==> src/rtl/saber_sched_pkg.sv <==
// Shared types and constants for the Saber matrix-vector scheduler.
// Holds the FSM state encoding, the default BRAM layout strides and the per-variant module ranks.
package saber_sched_pkg;

  typedef enum logic [2:0] {
    IDLE = 3'd0,
    CLR  = 3'd1,
    RUN  = 3'd2,
    MRST = 3'd3,
    READ = 3'd4,
    DONE = 3'd5
  } sched_state_t;

  // 64-bit words per 13-bit packed polynomial and per 4-bit packed secret.
  localparam int DEF_POL_WORDS  = 52;
  localparam int DEF_SEC_WORDS  = 16;
  // Accumulator shift-outs per result polynomial (4 coefficients each).
  localparam int DEF_READ_BEATS = 64;

  localparam int L_LIGHTSABER = 2;
  localparam int L_SABER      = 3;
  localparam int L_FIRESABER  = 4;

endpackage

==> src/rtl/saber_matvec_addr_gen.sv <==
// Incremental base-address generator for A (row-major or transposed walk), s and the result rows.
// Only adders and constant strides are used; every address wraps silently modulo 2^AW.
module saber_matvec_addr_gen
  import saber_sched_pkg::*;
#(
  parameter int L     = L_SABER,
  parameter int AW    = 10,
  parameter int POL_W = DEF_POL_WORDS,
  parameter int SEC_W = DEF_SEC_WORDS
) (
  input  logic          clk,
  input  logic          rst,
  input  logic          init,
  input  logic          transpose,
  input  logic [AW-1:0] a_base,
  input  logic [AW-1:0] s_base,
  input  logic [AW-1:0] r_base,
  input  logic          col_step,
  input  logic          row_step,
  input  logic          res_step,
  output logic [AW-1:0] pol_addr,
  output logic [AW-1:0] sec_addr,
  output logic [AW-1:0] res_addr
);

  localparam logic [AW-1:0] ONE_POL  = AW'(POL_W);
  localparam logic [AW-1:0] L_POLS   = AW'(L * POL_W);
  localparam logic [AW-1:0] SEC_STEP = AW'(SEC_W);
  localparam logic [AW-1:0] RES_STEP = AW'(1);

  logic          tr_q;
  logic [AW-1:0] s_base_q;
  logic [AW-1:0] row_addr;
  logic [AW-1:0] col_stride;
  logic [AW-1:0] row_stride;

  // Transposed walk swaps the roles of the column and row strides.
  assign col_stride = tr_q ? L_POLS : ONE_POL;
  assign row_stride = tr_q ? ONE_POL : L_POLS;

  always_ff @(posedge clk) begin
    if (rst) begin
      tr_q     <= 1'b0;
      s_base_q <= '0;
      row_addr <= '0;
      pol_addr <= '0;
      sec_addr <= '0;
      res_addr <= '0;
    end else if (init) begin
      tr_q     <= transpose;
      s_base_q <= s_base;
      row_addr <= a_base;
      pol_addr <= a_base;
      sec_addr <= s_base;
      res_addr <= r_base;
    end else begin
      if (row_step) begin
        row_addr <= row_addr + row_stride;
        pol_addr <= row_addr + row_stride;
        sec_addr <= s_base_q;
      end else if (col_step) begin
        pol_addr <= pol_addr + col_stride;
        sec_addr <= sec_addr + SEC_STEP;
      end
      // Result rows are contiguous, so one running pointer covers every row.
      if (res_step) begin
        res_addr <= res_addr + RES_STEP;
      end
    end
  end

endmodule

==> src/rtl/saber_matvec_sched.sv <==
// Sequences one polynomial multiplier through b_i = sum_j A_ij*s_j (or A_ji) and streams each row out.
// All outputs are registered; mul_done is only honoured from the second RUN cycle onward.
module saber_matvec_sched
  import saber_sched_pkg::*;
#(
  parameter int L          = L_SABER,
  parameter int AW         = 10,
  parameter int POL_WORDS  = DEF_POL_WORDS,
  parameter int SEC_WORDS  = DEF_SEC_WORDS,
  parameter int READ_BEATS = DEF_READ_BEATS
) (
  input  logic          clk,
  input  logic          rst,
  input  logic          start,
  input  logic          transpose,
  input  logic          coeff4x,
  input  logic [AW-1:0] a_base,
  input  logic [AW-1:0] s_base,
  input  logic [AW-1:0] r_base,
  output logic          mul_rst,
  output logic          mul_acc_clear,
  output logic          mul_read,
  output logic          mul_coeff4x,
  input  logic          mul_done,
  output logic [AW-1:0] pol_addr_base,
  output logic [AW-1:0] sec_addr_base,
  output logic          res_we,
  output logic [AW-1:0] res_addr,
  output logic          busy,
  output logic          done
);

  localparam int IW = (L > 1) ? $clog2(L) : 1;
  localparam int BW = (READ_BEATS > 1) ? $clog2(READ_BEATS) : 1;
  localparam logic [IW-1:0] IDX_LAST  = IW'(L - 1);
  localparam logic [IW-1:0] IDX_ONE   = IW'(1);
  localparam logic [BW-1:0] BEAT_LAST = BW'(READ_BEATS - 1);
  localparam logic [BW-1:0] BEAT_ONE  = BW'(1);

  sched_state_t  state, state_nxt;
  logic [IW-1:0] i_q, i_nxt;
  logic [IW-1:0] j_q, j_nxt;
  logic [BW-1:0] beat_q, beat_nxt;
  logic          first_q, first_nxt;
  logic          init, col_step, row_step, res_step;
  logic          mul_rst_nxt, acc_clear_nxt, read_nxt, busy_nxt, done_nxt;
  logic          coeff4x_q;

  always_comb begin
    state_nxt = state;
    i_nxt     = i_q;
    j_nxt     = j_q;
    beat_nxt  = beat_q;
    first_nxt = 1'b0;
    init      = 1'b0;
    col_step  = 1'b0;
    row_step  = 1'b0;
    unique case (state)
      IDLE: begin
        if (start) begin
          init      = 1'b1;
          i_nxt     = '0;
          j_nxt     = '0;
          state_nxt = CLR;
        end
      end
      CLR: begin
        first_nxt = 1'b1;
        state_nxt = RUN;
      end
      RUN: begin
        // The multiplier may still present a stale done while it leaves its idle state.
        if (!first_q && mul_done) begin
          if (j_q != IDX_LAST) begin
            j_nxt     = j_q + IDX_ONE;
            col_step  = 1'b1;
            state_nxt = MRST;
          end else begin
            beat_nxt  = '0;
            state_nxt = READ;
          end
        end
      end
      MRST: begin
        first_nxt = 1'b1;
        state_nxt = RUN;
      end
      READ: begin
        beat_nxt = beat_q + BEAT_ONE;
        if (beat_q == BEAT_LAST) begin
          if (i_q != IDX_LAST) begin
            i_nxt     = i_q + IDX_ONE;
            j_nxt     = '0;
            row_step  = 1'b1;
            state_nxt = CLR;
          end else begin
            state_nxt = DONE;
          end
        end
      end
      DONE: begin
        state_nxt = IDLE;
      end
      default: begin
        state_nxt = IDLE;
      end
    endcase

    // MRST keeps the accumulator: restart without clear preserves the partial sum.
    mul_rst_nxt   = (state_nxt == IDLE) || (state_nxt == CLR) ||
                    (state_nxt == MRST) || (state_nxt == DONE);
    acc_clear_nxt = (state_nxt == CLR);
    read_nxt      = (state_nxt == READ);
    busy_nxt      = (state_nxt != IDLE);
    done_nxt      = (state_nxt == DONE);
  end

  assign res_step = (state == READ);

  always_ff @(posedge clk) begin
    if (rst) begin
      state         <= IDLE;
      i_q           <= '0;
      j_q           <= '0;
      beat_q        <= '0;
      first_q       <= 1'b0;
      mul_rst       <= 1'b1;
      mul_acc_clear <= 1'b0;
      mul_read      <= 1'b0;
      res_we        <= 1'b0;
      busy          <= 1'b0;
      done          <= 1'b0;
      coeff4x_q     <= 1'b0;
    end else begin
      state         <= state_nxt;
      i_q           <= i_nxt;
      j_q           <= j_nxt;
      beat_q        <= beat_nxt;
      first_q       <= first_nxt;
      mul_rst       <= mul_rst_nxt;
      mul_acc_clear <= acc_clear_nxt;
      mul_read      <= read_nxt;
      res_we        <= read_nxt;
      busy          <= busy_nxt;
      done          <= done_nxt;
      if (init) begin
        coeff4x_q <= coeff4x;
      end
    end
  end

  assign mul_coeff4x = coeff4x_q;

  saber_matvec_addr_gen #(
    .L    (L),
    .AW   (AW),
    .POL_W(POL_WORDS),
    .SEC_W(SEC_WORDS)
  ) u_addr_gen (
    .clk      (clk),
    .rst      (rst),
    .init     (init),
    .transpose(transpose),
    .a_base   (a_base),
    .s_base   (s_base),
    .r_base   (r_base),
    .col_step (col_step),
    .row_step (row_step),
    .res_step (res_step),
    .pol_addr (pol_addr_base),
    .sec_addr (sec_addr_base),
    .res_addr (res_addr)
  );

endmodule

==> config.mk <==
export PLATFORM = sky130hd
export DESIGN_NAME = saber_matvec_sched
export DESIGN_NICKNAME = d
export VERILOG_FILES = /design/src/rtl/saber_sched_pkg.sv /design/src/rtl/saber_matvec_addr_gen.sv /design/src/rtl/saber_matvec_sched.sv
export SDC_FILE = /design/constraint.sdc
export NUM_CORES = 1
export LEC_CHECK = 0
export ABC_AREA = 1
export CORE_UTILIZATION = 47
export DETAILED_ROUTE_END_ITERATION = 10
export PLACE_DENSITY = 0.76
export SLEW_MARGIN = 20
export SYNTH_ARGS = -nofsm -noshare
export SYNTH_HDL_FRONTEND = slang
export SYNTH_SLANG_ARGS = --single-unit
==> constraint.sdc <==
create_clock -name clk -period 1.6 [get_ports clk]
set_input_delay 0.4 -clock clk [delete_from_list [all_inputs] [get_ports clk]]
set_output_delay 0.4 -clock clk [all_outputs]
set_load 0.03 [all_outputs]
==> results of run 1 <==
==> cells in the final DEF, fill, tap and decap left out, drive strengths merged <==
master         instances
clkinv                 4
inv                   78
nand3b                 3
o21a                   1
clkinvlp               2
or2                    5
o22ai                  1
xnor2                  4
a211oi                 1
buf                   63
clkbuf                16
o21bai                 1
xor2                   4
nor2                  54
o21ai                 42
clkdlybuf4s50         34
clkdlybuf4s15          7
fa                     2
nand3                 48
a31oi                  7
a22oi                  2
dlygate4sd2           25
nand4                  5
nand2                146
nor3                   8
o211ai                 4
o211a                  1
ha                    12
a21oi                 44
dfxtp                 71
o221ai                 1
dlymetal6s2s           1
==> registers in the layout, indices dropped and copies added (netlist names) <==
| name | count |
|---|---|
| beat_q | 6 |
| busy | 1 |
| done | 1 |
| first_q | 1 |
| i_q | 2 |
| j_q | 2 |
| mul_acc_clear | 1 |
| mul_coeff4x | 1 |
| mul_rst | 1 |
| res_we | 1 |
| state | 3 |
| u_addr_gen.pol_addr | 10 |
| u_addr_gen.res_addr | 10 |
| u_addr_gen.row_addr | 10 |
| u_addr_gen.s_base_q | 10 |
| u_addr_gen.sec_addr | 10 |
| u_addr_gen.tr_q | 1 |
==> stage by stage <==
stage / cells / power (uW)
after floorplan: 558 / 3030
after global placement: 759 / 3570
after detailed placement: 759 / 3610
after CTS: 786 / 4950
after global routing: 799 / 5400
final: 799 / 5170
==> worst paths after layout <==
path / from / end / slack, ns / cells past startpoint
hold reg to reg: i_q[0] / i_q[0] / 0.45 / 1
setup reg to reg: u_addr_gen.tr_q / u_addr_gen.pol_addr[6] / -0.03 / 10
hold / removal: i_q[0] / i_q[0] / 0.45 / 1
setup / recovery: u_addr_gen.tr_q / u_addr_gen.pol_addr[6] / -0.03 / 10
==> layer usage <==
| layer | track usage (%) | wire, um |
|---|---|---|
| met1 | 33.1 | 5050 |
| met2 | 48.0 | 5960 |
| met3 | 7.48 | 1040 |
| met4 | 10.5 | 406 |
| met5 | 0 | 0 |
==> worst max-delay path, stage by stage, from the launching register on <==
cell	delay, ns
dfxtp_4	0.37
buf_8	0.14
fa_2	0.37
nand3_2	0.13
nand2_2	0.07
nand2_2	0.09
nand3_2	0.09
nand3_2	0.08
nand3_1	0.06
nand2_1	0.09
inv_1	0.04
==> power by group through the flow <==
stage / combinational [uW] / clock [uW] / sequential [uW]
final: 1790 / 1320 / 2060
after global routing: 1920 / 1410 / 2080
after CTS: 1570 / 1330 / 2040
after detailed placement: 1530 / 0 / 2080
after global placement: 1500 / 0 / 2070
after floorplan: 753 / 0 / 2280
==> cell families (layout without fill, tap and decap cells) <==
logic type	count (synthesis)	after routing	synth area share [%]
DFF	71	71	36.5
AOI/OAI and AO/OA	105	105	15.0
and+or+nand+nor	263	269	30.6
adders and majority gates	14	14	4.88
xor gates and xnor gates	8	8	1.80
buffers and inverters	97	230	11.3
==> final cells by class <==
class                   count  area share (%)
multi-input cells         396            42.2
clock inverters             5           0.593
repair buffers            135            21.9
inverters                  78            5.32
clock buffers              11            2.48
flip-flops and latches     71            25.2
well taps                 102            2.24
repair inverters            1           0.110
==> what timing repair did <==
action / in CTS / in global routing
endpoints found under the setup margin: 66 / 46
buffers inserted: 6 / 11
cloned: 5 / 2
pin swaps: 6 / 21
gates resized for setup: 72 / 80
==> results.txt, run 1 <==
outcome = finished, violations left
failing checks = negative setup slack
hold_ws = 0.452 ns
WL per Instance = 15.6 um
sequential group share of total power = 39.8%
relative slew slack = 75.9%
max cap viols = 0
synthesized area = 3900 um^2
Buffers on Ports = 72
clock buffer count from CTS = 9
Syn Inst Count = 558
row count = 32
Synth async-reset ratio = 0%
#FFs+latches synth = 71
clock slew at reported path FFs = 0.08 ns
Die Height = 93.1 um
Leakage = 0.00261 uW
Most used DFF post-synth = dfxtp_1
largest net degree at the start of global routing = 33
peak supply drop = 0.000587 V
vias per cell = 5.51
Sw Share = 37.0%
Post-DP HPWL = 7420 um
share of cells above drive strength 1 = 26.1%
Net Switching = 1910 uW
Starting Density = 49.4%
core area = 7890 um^2
Synth area leaders = dfxtp_1, nand2_1, inv_1
Combinational Power Share = 34.6%
fin crit period = 1.63 ns
global-route wire length before repair = 18900 um
DR iter-0 viols = 453
antenna violations before repair = 0
post-route cell area = 5700 um^2
die width = 93.1 um
Synth top cells by count = nand2_1, inv_1, dfxtp_1
Worst setup SP type = flop
Sequential Area = 1440 um^2
Highest Clock Rate = 0.612 GHz
Internal = 3260 uW
Setup crit end kind = flop
unrepaired setup endpoints after global routing = yes
Yosys top cell by area = dfxtp_1
Ports = 73
DP Area = 5010 um^2
Vias = 4403
Max FO, Critical Path = 4
P&R area growth vs syn = 46.1%
Post-synth EDFFs = 0
fill count = 563
die area = 8660 um^2
Pwr per Cell Area = 907 nW/um^2
nets = 742
Core Util, Final = 72.2%
ant diodes = 0
Post-CTS Hold Buffers = 0
Max clock buf depth = 2
Worst-Skew Late Latency = 0.36 ns
Arrival @ worst endpoint = 1.90 ns
GRT Resource Usage Total = 27.9%
top-area cell type share of the netlist area = 36.5%
GRT overflow = 0
max-slew violation count = 0
final hold viol count = 0
Post-Syn Nets = 608
TNS Setup = -0.0539 ns
Final GP Congestion = 0.863
Setup-failing EPs final = 4
Worst Skew = 0.0124 ns
Req. time, crit path = 1.86 ns
1st-pass router iterations = 7
critical path class = flop to flop
CTS H-tree lvls = 3
Cell variety after synth = 43
post-synthesis sequential area ratio = 36.5%
post-route ant nets = 0
area of the multi-input gates = 2400 um^2
clock power share = 25.6%
# clock sinks = 71
CTS tree = yes
drt total wl = 12500 um
HP Class = flop to flop
fin crit share = 102%
Place WS = -0.311 ns
drt drc = 0
most common cell in the synthesized netlist = nand2_1
worst slew pin tran = 0.359 ns
vias in the first global route = 4036
Syn Area/Cell = 6.98 um^2
CTS Root Cell = clkbuf_8
YS warnings = 0
post-route setup slack = -0.0331 ns
Note: power is estimated with default switching activity, not from simulation.
==> run 2, diff against run 1 <==
CORE_UTILIZATION = 30   (was 47)
HOLD_SLACK_MARGIN = 0.05   (was unset)
PLACE_DENSITY = unset   (was 0.76)
SKIP_CTS_REPAIR_TIMING = 1   (was unset)
==> run 2 against run 1 <==
  * The run now ends clean
  * Design area rose by 1.3%
  * Core utilization fell by 26 points
  * Global-route usage fell by 11 points
  * Worst hold slack got worse by 0.0052 ns
  * Critical endpoint unchanged
  * Largest cell class unchanged
  * Highest routed layer unchanged
==> results.txt, run 2 (same netlist as run 1, synthesis figures left out) <==
worst hold stages = 1
Internal = 4050 uW
Die Height = 116 um
nets = 726
1st-pass router iterations = 5
most common cell after layout, fill and taps aside = nand2_1
CTS H-tree lvls = 3
share of cells above drive strength 1 = 19.8%
clock power share = 37.0%
clock slew at reported path FFs = 0.06 ns
Core Util, Final = 45.7%
Setup-failing EPs final = 0
Setup crit end kind = flop
Arrival @ worst endpoint = 1.80 ns
Combinational Power Share = 28.0%
max-slew violation count = 0
worst hold path endpoint = i_q[0]
Worst Skew = 0.00659 ns
post-route ant nets = 0
# clock sinks = 71
clock buffer count from CTS = 9
drt drc = 0
Final GP Congestion = 0.872
CTS Root Cell = clkbuf_16
core area = 12600 um^2
drt total wl = 11100 um
GRT overflow = 0
Vias = 3999
critical path class = flop to flop
row count = 41
fill count = 1277
vias per cell = 4.69
Worst Min Path Start = i_q[0]
Max clock buf depth = 2
WL per Instance = 13.0 um
area of the multi-input gates = 2210 um^2
Worst-Skew Late Latency = 0.33 ns
unrepaired setup endpoints after global routing = yes
reg-to-reg endpoint = u_addr_gen.pol_addr[6]
global-route wire length before repair = 18000 um
largest net degree at the start of global routing = 42
Buffers on Ports = 72
antenna violations before repair = 0
TNS Setup = 0 ns
Leakage = 0.00302 uW
sequential group share of total power = 35.1%
vias in the first global route = 3882
Sequential Area = 1430 um^2
Max FO, Critical Path = 3
R2R Setup Slk = 0.04 ns
GRT Resource Usage Total = 17.3%
Reg2Reg Launch Point = u_addr_gen.tr_q
Net Switching = 1820 uW
ant diodes = 0
Sw Share = 31.0%
DR iter-0 viols = 256
most frequent cells in the layout = nand2_1, inv_1, dfxtp_1
outcome = completed
max cap viols = 0
Highest Clock Rate = 0.640 GHz
Worst setup SP type = flop
relative slew slack = 75.1%
CTS tree = yes
fin crit share = 97.7%
Req. time, crit path = 1.83 ns
Ports = 73
worst slew pin tran = 0.373 ns
Starting Density = 30.9%
die area = 13500 um^2
final hold viol count = 0
Reg2Reg Depth = 12
fin crit period = 1.56 ns
die width = 116 um
Post-DP HPWL = 7990 um
peak supply drop = 0.000418 V
HP Class = flop to flop
P&R area growth vs syn = 48.1%
Pwr per Cell Area = 1020 nW/um^2
-- run 2: changes by cell type in the layout (fill, tap and decap cells not counted), sizes merged, moves of 2 or more --
cell,previous run,this run
dlymetal6s2s,1,37
clkdlybuf4s15,7,0
dlygate4sd2,25,0
nand2,146,141
buf,63,54
clkbuf,16,11
bufinv,0,2
-- run 2: metal layers --
metal  GRT usage (%)  routed length (um)  vias up
met5               0                   0        -
li1                -                   -     2033
met3            4.60                 519       23
met1            21.1                5030     1845
met2            29.0                5270       98
met4            6.92                 295        0
-- run 2: cell type report --
class                           instances  share of cell area (%)
Clock buffer                           11                    4.21
Clock inverter                          5                    1.41
Inverter                               78                    5.16
Multi-Input combinational cell        391                    38.4
Sequential cell                        71                    24.8
Tap cell                              172                    3.73
Timing Repair Buffer                  125                    22.4
-- run 2: through the flow --
stage                     instance area (um^2)  worst slack, ns  instances  total power, uW  hold slack (ns)
after floorplan                           3900           0.0284        558             3030            0.423
after global placement                    5100           -0.273        831             3610            0.432
after detailed placement                  5100           -0.356        831             3640            0.447
after CTS                                 5420           -0.331        847             5840            0.454
after global routing                      5770          -0.0679        853             6210            0.481
final                                     5770           0.0368        853             5870            0.447
-- run 2: power by group through the flow --
stage | Sequential (uW) | Combinational [uW] | Clock (uW)
floorplan | 2280 | 753 | 0
global placement | 2080 | 1520 | 0
detailed placement | 2090 | 1550 | 0
CTS | 2050 | 1560 | 2230
global route | 2080 | 1810 | 2320
finish | 2060 | 1640 | 2170
-- run 2: how the worst max path moves through the flow --
stage / endpoint / start / cells past startpoint / slack (ns)
CTS: pol_addr_base[3] / u_addr_gen.pol_addr[3] / 1 / -0.33
finish: u_addr_gen.pol_addr[6] / u_addr_gen.tr_q / 12 / 0.04
floorplan: u_addr_gen.pol_addr[9] / u_addr_gen.tr_q / 11 / 0.03
global placement: u_addr_gen.pol_addr[7] / start / 9 / -0.27
detailed placement: u_addr_gen.pol_addr[9] / mul_done / 11 / -0.36
global route: u_addr_gen.pol_addr[6] / u_addr_gen.tr_q / 12 / -0.07
-- run 2: critical path, stage by stage, from the launching register on --
cell and delay (ns):
dfxtp_2 0.33, buf_6 0.13, fa_2 0.36, nand2_1 0.09
nand2_2 0.06, nand2_2 0.07, nand2_1 0.05, nand2_1 0.08
nand2_2 0.06, nand3_2 0.06, nand3_2 0.07, nand2_1 0.07
inv_1 0.03
==> RTL change: new RTL, settings of run 2 <==
Register the input `mul_done` before use, cleared by the reset. The logic sees it one clock later. The other inputs are not delayed to match. Comments in the files are not updated.
--- a/src/rtl/saber_matvec_sched.sv
+++ b/src/rtl/saber_matvec_sched.sv
@@ -37,6 +37,16 @@
   localparam logic [BW-1:0] BEAT_LAST = BW'(READ_BEATS - 1);
   localparam logic [BW-1:0] BEAT_ONE  = BW'(1);
 
+  logic mul_done_q;
+
+  always_ff @(posedge clk) begin
+    if (rst) begin
+      mul_done_q <= '0;
+    end else begin
+      mul_done_q <= mul_done;
+    end
+  end
+
   sched_state_t  state, state_nxt;
   logic [IW-1:0] i_q, i_nxt;
   logic [IW-1:0] j_q, j_nxt;
@@ -70,7 +80,7 @@
       end
       RUN: begin
         // The multiplier may still present a stale done while it leaves its idle state.
-        if (!first_q && mul_done) begin
+        if (!first_q && mul_done_q) begin
           if (j_q != IDX_LAST) begin
             j_nxt     = j_q + IDX_ONE;
             col_step  = 1'b1;
Check against the original RTL: not equivalent (a bounded check fails within 10 cycles, from zero or initial values and one cycle with rst high).
==> RTL change against run 2 <==
Cell area up 1.4%; area after synthesis shrank 0.16%; power down 4.7%; non-clock buffer count grew 4; sequential share of layout area hardly changed; first-iteration DRC count rose by 1.6%; maximum frequency increased by 0.38%; setup slack improved by 0.0059 ns; sequential cell count is 1 higher; wire length grew 1.0%; critical endpoint is now u_addr_gen.row_addr[7].
==> RTL change: results <==
group,metric,value,unit
outcome,run_status,"finished, final reports clean",
clock_network,cts_max_path_buffers,2,
worst_setup_path,critical_path_slowest_stage_cell,"dfxtp_4",
clock_network,clock_slew_seen_by_the_registers_of_the_worst_setup_and_hold_paths,0.06,ns
grt,grt_pass1_vias,3903,
cells_and_area,multi_input_area,0.00224,mm2
pwr,pwr-share-comb,27.5,%
place,placedCellCount,847,
cells_and_area,final_layout_size_suffix_gt1_share,19.5,%
grt,gr-usage-all-layers,17.0,%
pwr,leakagePower,3.10,nW
place,gp_routability_congestion,0.834,
detailed_routing,routed_wire_length_per_instance,13.0,um
grt,grt_start_max_net_pins,29,
sta,hold_slack_final,0.449,ns
cells_and_area,filler_cell_count,1261,
synth,synth.net_count,619,
pwr,switching_share,31.7,%
cells_and_area,signal_buffers,129,
cells_and_area,final-nonclk-buf-share,22.8,%
synth,synth_commonest_cells,"nand2_1, inv_1, dfxtp_1",
cells_and_area,numSequentialCells,72,
sta,skew,0.00658,ns
cells_and_area,clockNetworkAreaShare,5.09,%
cells_and_area,multi_input_comb_cells,394,
synth,post_synth_fa_ha_maj_area_fraction,4.89,%
synth,post_synthesis_cell_type_count,36,
synth,synth-xor-area-share,2.03,%
detailed_routing,num_vias,4031,
cells_and_area,num-nonclk-inverters,82,
detailed_routing,firstDrtPassIters,4,
min_path,worstHoldStart,"i_q[0]",
sta,slew_headroom,75.9,%
detailed_routing,drt_iter0_drc,260,
synth,synthCells,569,
pwr,vdd.ir_drop.worst,453,uV
grt,wire_length_of_the_first_global_routing_pass,17900,um
worst_setup_path,crit_fanout,4,
cells_and_area,nNetsFinal,738,
worst_setup_path,cp-end-kind,"flop",
cells_and_area,sequential_portion_of_the_cell_area,24.8,%
synth,share_of_the_yosys_chip_area_belonging_to_registers,37.0,%
place,detailedPlacementHpwl,7910,um
worst_setup_path,ff2ff_path_depth,11,
detailed_routing,vias_per_cell,4.66,
-- RTL change: cell count changes after synthesis, sizes merged, moves of 2 or more --
| cell | delta |
|---|---|
| a21oi | -6 |
| inv | +5 |
| nand2 | +6 |
| o21a | +3 |
| o21ai | -2 |
-- RTL change: worst max-delay path by stage --
stage / startpoint / depth (start not counted) / end
floorplan: u_addr_gen.tr_q / 11 / u_addr_gen.pol_addr[9]
global placement: start / 8 / u_addr_gen.sec_addr[4]
global route: u_addr_gen.tr_q / 10 / u_addr_gen.row_addr[7]
detailed placement: start / 8 / u_addr_gen.row_addr[7]
CTS: u_addr_gen.pol_addr[2] / 1 / pol_addr_base[2]
finish: u_addr_gen.tr_q / 11 / u_addr_gen.row_addr[7]
-- RTL change: metal layers --
layer / GRT usage, % / up-vias / share of wire (%)
met5: 0 / - / 0
li1: - / 2066 / -
met4: 6.84 / 0 / 1.1
met2: 27.0 / 109 / 47
met3: 3.29 / 9 / 6.3
met1: 22.7 / 1847 / 46
-- RTL change: per-stage QoR --
stage	worst slack, ns	cell area [um2]	power (mW)	util, %	TNS, ns
global placement	-0.276	5190	3.48	41.1	-8.94
detailed placement	-0.291	5190	3.50	41.1	-10.05
finish	0.0427	5850	5.59	46.4	0
global route	-0.0613	5850	5.87	46.4	-0.410
floorplan	0.0298	3890	2.90	-	0
CTS	-0.283	5490	5.54	43.5	-7.41
-- RTL change: cell families (layout without fill, tap and decap cells) --
family                   after synthesis  in the layout
XOR/XNOR                               9              9
adder cells (fa/ha/maj)               14             14
buffers and inverters                103            227
flip-flops                            72             72
AND/OR/NAND/NOR                      273            273
AO/OA/AOI/OAI                         98             98
